<file path="config.mk">
export PLATFORM = sky130hd
export DESIGN_NAME = fifo_wr_arbiter
export DESIGN_NICKNAME = d
export VERILOG_FILES = /design/src/rtl/fifo_wr_arbiter.sv
export SDC_FILE = /design/constraint.sdc
export NUM_CORES = 1
export LEC_CHECK = 0
export ABC_AREA = 1
export BUFFER_PORTS_ARGS = -buffer_cell sky130_fd_sc_hd__buf_2
export CAP_MARGIN = 20
export CORE_MARGIN = 8
export CORE_UTILIZATION = 40
export CTS_CLUSTER_DIAMETER = 60
export CTS_CLUSTER_SIZE = 12
export DETAILED_ROUTE_END_ITERATION = 8
export GPL_TIMING_DRIVEN = 1
export PLACE_DENSITY = 0.7
export SYNTH_ARGS = -nofsm -noshare
export SYNTH_HDL_FRONTEND = slang
export SYNTH_SLANG_ARGS = --single-unit
export TNS_END_PERCENT = 100
</file>
<file path="constraint.sdc">
create_clock -name clk -period 4.1 [get_ports clk]
set_clock_uncertainty 0.15 [all_clocks]
set_input_delay 1.025 -clock clk [delete_from_list [all_inputs] [get_ports clk]]
set_output_delay 1.025 -clock clk [all_outputs]
set_load 0.1 [all_outputs]
</file>
<file path="src/rtl/fifo_wr_arbiter.sv">
// fifo_wr_arbiter
//   Round-robin, burst-locked arbiter sharing one async-FIFO write port among
//   NREQ requesters. Lives in the FIFO write clock domain. One requester owns
//   the port per burst; its beats are forwarded as registered wr_en/wr_data.
//   A burst ends on req_last or after MAXBURST beats, and the next grant
//   rotates round-robin starting after the previous owner.
// Ports
//   clk, rst_n   write-domain clock, async active-low reset
//   req_valid    per-requester beat valid
//   req_last     per-requester last beat of packet (sampled with valid)
//   req_data     requester i data at [i*DBITS +: DBITS]
//   req_ready    per-requester accept; only the owner can be ready
//   grant        one-hot owner, zero when idle
//   busy         high while a burst is in progress
//   wr_full      FIFO full flag (backpressure)
//   wr_en        registered FIFO write strobe
//   wr_data      registered FIFO write data
module fifo_wr_arbiter #(
  parameter int NREQ     = 4,
  parameter int DBITS    = 16,
  parameter int MAXBURST = 16,
  parameter int CBITS    = 5
) (
  input  logic                  clk,
  input  logic                  rst_n,
  input  logic [NREQ-1:0]       req_valid,
  input  logic [NREQ-1:0]       req_last,
  input  logic [NREQ*DBITS-1:0] req_data,
  output logic [NREQ-1:0]       req_ready,
  output logic [NREQ-1:0]       grant,
  output logic                  busy,
  input  logic                  wr_full,
  output logic                  wr_en,
  output logic [DBITS-1:0]      wr_data
);

  localparam int IBITS = (NREQ > 1) ? $clog2(NREQ) : 1;

  typedef enum logic {IDLE, BURST} state_t;

  state_t                           state_q;
  logic [NREQ-1:0]                  grant_q;
  logic [IBITS-1:0]                 gidx_q;
  logic [IBITS-1:0]                 rr_ptr_q, rr_ptr_d;
  logic [CBITS-1:0]                 beat_cnt_q, beat_cnt_d;
  logic                             busy_q;
  logic                             wr_en_q;
  logic [DBITS-1:0]                 wr_data_q;

  logic [NREQ-1:0][DBITS-1:0]       req_data_a;
  logic                             pick_found;
  logic [IBITS-1:0]                 pick_idx, cand;
  logic                             accept, burst_end;

  assign req_data_a = req_data;

  // Round-robin scan: first valid requester at rr_ptr, rr_ptr+1, ... mod NREQ.
  always_comb begin
    pick_found = 1'b0;
    pick_idx   = '0;
    cand       = '0;
    for (int k = 0; k < NREQ; k++) begin
      cand = IBITS'((int'(rr_ptr_q) + k) % NREQ);
      if (!pick_found && req_valid[cand]) begin
        pick_found = 1'b1;
        pick_idx   = cand;
      end
    end
  end

  // Owner-only ready; wr_full gates acceptance in the same cycle so the one
  // in-flight registered write is the only thing that can land after full.
  for (genvar i = 0; i < NREQ; i++) begin : g_rdy
    assign req_ready[i] = busy_q & grant_q[i] & ~wr_full;
  end

  assign accept     = busy_q & req_valid[gidx_q] & ~wr_full;
  // Truncation at MAXBURST ends the grant without consuming req_last.
  assign burst_end  = req_last[gidx_q] | (beat_cnt_q == CBITS'(MAXBURST - 1));
  assign rr_ptr_d   = (gidx_q == IBITS'(NREQ - 1)) ? '0 : gidx_q + 1'b1;
  assign beat_cnt_d = beat_cnt_q + 1'b1;

  always_ff @(posedge clk or negedge rst_n) begin
    if (!rst_n) begin
      state_q    <= IDLE;
      grant_q    <= '0;
      gidx_q     <= '0;
      rr_ptr_q   <= '0;
      beat_cnt_q <= '0;
      busy_q     <= 1'b0;
      wr_en_q    <= 1'b0;
      wr_data_q  <= '0;
    end else begin
      case (state_q)
        IDLE: begin
          wr_en_q <= 1'b0;
          if (pick_found) begin
            state_q    <= BURST;
            busy_q     <= 1'b1;
            gidx_q     <= pick_idx;
            grant_q    <= NREQ'(1) << pick_idx;
            beat_cnt_q <= '0;
          end
        end
        BURST: begin
          // A missing valid is a bubble: grant stays, nothing is written.
          wr_en_q <= accept;
          if (accept) begin
            wr_data_q <= req_data_a[gidx_q];
            if (burst_end) begin
              state_q    <= IDLE;
              busy_q     <= 1'b0;
              grant_q    <= '0;
              beat_cnt_q <= '0;
              rr_ptr_q   <= rr_ptr_d;
            end else begin
              beat_cnt_q <= beat_cnt_d;
            end
          end
        end
        default: state_q <= IDLE;
      endcase
    end
  end

  assign grant   = grant_q;
  assign busy    = busy_q;
  assign wr_en   = wr_en_q;
  assign wr_data = wr_data_q;

endmodule

</file>
==> results.cfg <==
[status]
outcome = completed

[routing]
drc = 0
num_vias = 2389
finalWirelength_mm = 6.51
wire_per_inst_um = 13.4
ant_nets = 0
drt_pass1_iterations = 4
drt_iter0_markers = 102
vias_per_cell = 4.93

[power]
power.total_mw = 2.65
power_density_nw_per_um2 = 954
irDropWorstVdd_mv = 0.405
leakagePower_nw = 1.55

[synthesis]
synth_area_um2 = 2170
synth_xor_area_share_pct = 0.404
synthesis.nets = 399
ys_ff_latch = 32
yosys-top-cells-area = dfrtp_1, nand2_1, o21ai_0, nor2_1, o22ai_1
async_reset_ff_share_pct = 100
yosysUniqueCellTypes = 29
synth-edff-count = 0
synth_top_family_by_area = simple AND/OR/NAND/NOR gates
syn_inst = 321
synth_compound_area_share_pct = 15.5
synthFlopType = dfrtp_1
synth-simple-area-share_pct = 37.8
synthAdderAreaFrac_pct = 1.73
yosys_warnings = 0
muxShareOfSynthArea_pct = 0
netlist.area_leader.share_pct = 37.0
avgSynthCellArea_um2 = 6.75
synth_common_cells = nand2_1, nor2_1, o21ai_0, dfrtp_1, nand3_1
synth-seq-area-share_pct = 37.0
synth_top_cell_by_area = dfrtp_1
yosysMostFrequentCell = nand2_1

[final_layout]
seqCellArea_um2 = 801
stdcell_count = 485
final_nets = 492
multi_input_area_um2 = 1200
final_area_um2 = 2780
syn_to_final_growth_pct = 28.2
antenna-diode-count = 0
fill_cells = 520
utilization_pct = 53.7
drive_above_1_share_pct = 31.1

[setup_path]
rr_worst_depth = 8
max_stage_delay_ns = 0.43
critPathMaxFanout = 5
startpoint_type = input port
worstPathRequired_ns = 2.92
path_common_cell = buf_2
cp-end-kind = primary output
crit_type = input port to primary output
cp_cell_sequence = buf_2 > nor2_1 > buf_2
r2r_end = wr_data[3]
ff2ff_setup_slack_ns = 1.58
slowest_stage = buf_2
r2r-start = gidx_q[0]
arrival_ns = 1.68

[global_route]
grt_usage_pct = 17.0
grt_pass1_wl_mm = 10.7
overflow = 0
grt_pass1_vias = 2368
grt_start_max_net_pins = 40
antenna_found_initial = 0

[timing]
hold_viol = 0
worst_pin_slew_ns = 0.694
rsz0062_at_grt = no
maxSlewViolCount = 0
whs_ns = 0.330
slew_headroom_pct = 53.7
max_freq_ghz = 0.350
setup_viol = 0
fin_ws_ns = 1.25
fin_crit_ns = 2.85
setup_tns_ns = 0
period_share_pct = 69.6

[clock_tree]
cts_max_level = 2
cts_root_buffer = clkbuf_8
cts_hold_buf = 0
cts.path.max_buffers = 2
cts_resized = 0
cts_buffers = 5
cts_setup_buffers = 0
clk_latency_ns = 0.28
cts_tree = yes
clkSinkCount = 32
clkTransAtPathRegs_ns = 0.06

[floorplan]
start_util_pct = 41.9
coreArea_um2 = 5170
design.die.area_um2 = 8030
num_io_pins = 101
die_w_um = 89.6
num_rows = 26
die_y_um = 89.6

[place]
post_dp_cell_area_um2 = 2690
post-place-cells = 477
dp_hpwl_mm = 4.87
io_buffers = 100
pre_cts_ws_ns = 1.23
gp_congestion = 0.895

[min_path]
holdCritPathClass = flip-flop to flip-flop
worstHoldPathCells = 2
hold_end = wr_data[1]
hp-start = wr_data[1]

[run]
maxCapViolCount = 0
[final cells by class]
type                            count  area share, %
Tap cell                           70           3.15
Multi-Input combinational cell    252           43.3
Sequential cell                    32           28.8
Clock inverter                      2          0.360
Inverter                           21           2.84
Clock buffer                        6           2.97
Timing Repair Buffer              102           18.6
[worst max-delay path, delay by kind of cell]
kind,cells,cell delay (ns)
buffers and inverters,2,0.56
and+or+nand+nor,1,0.09
[cells by family (layout without fill, tap and decap cells)]
family,count (synthesis),after routing
AOI/OAI and AO/OA,63,63
and+or+nand+nor,185,185
buffers and inverters,37,131
adders and majority gates,3,3
xor gates and xnor gates,1,1
DFF,32,32
[flip-flops by register name, summed over array words and instances (netlist names)]
register / flops
busy: 1
gidx_q: 2
wr_data: 16
grant: 4
state_q: 1
beat_cnt_q: 5
rr_ptr_q: 2
wr_en: 1
[power by group]
part | switching, mW | internal (mW)
clock network | 0.114 | 0.134
logic | 1.45 | 0.416
registers | 0.0953 | 0.444
total | 1.66 | 0.993
[how the worst max path moves through the flow]
stage | start | end | slack [ns] | depth (start not counted)
finish | wr_full | req_ready[3] | 1.25 | 3
floorplan | busy | req_ready[0] | 0.58 | 2
global placement | wr_full | req_ready[1] | 1.25 | 3
global route | wr_full | req_ready[3] | 1.21 | 3
CTS | wr_full | req_ready[0] | 1.24 | 3
detailed placement | req_valid[2] | wr_data[9] | 1.23 | 9
[placed cells by master (no fill, tap or decap)]
master,instances
dfrtp_1,32
inv_2,4
nand3_2,3
nand3b_1,1
nor2_1,44
buf_4,2
and2_1,1
inv_1,16
xor2_1,1
o21ai_0,37
a21oi_1,4
nor2_8,1
nand3b_4,1
ha_1,3
nand2_4,2
a31oi_1,1
buf_2,100
o22ai_1,16
nand4_1,2
clkinv_2,2
nand3_1,19
nor2_2,2
clkbuf_8,6
o21ai_1,5
nand2_1,102
nand2_2,6
clkinv_1,1
nor3b_1,1
[metal layers]
layer / up-vias / wire, um / track usage, % / part of all wire, %
li1: 1233 / - / - / -
met1: 1065 / 2660 / 18.5 / 41
met2: 74 / 3170 / 30.6 / 49
met3: 17 / 454 / 3.28 / 7.0
met4: 0 / 222 / 8.31 / 3.4
met5: - / 0 / 0 / 0
No activity file was read; power rests on OpenSTA's default activity.
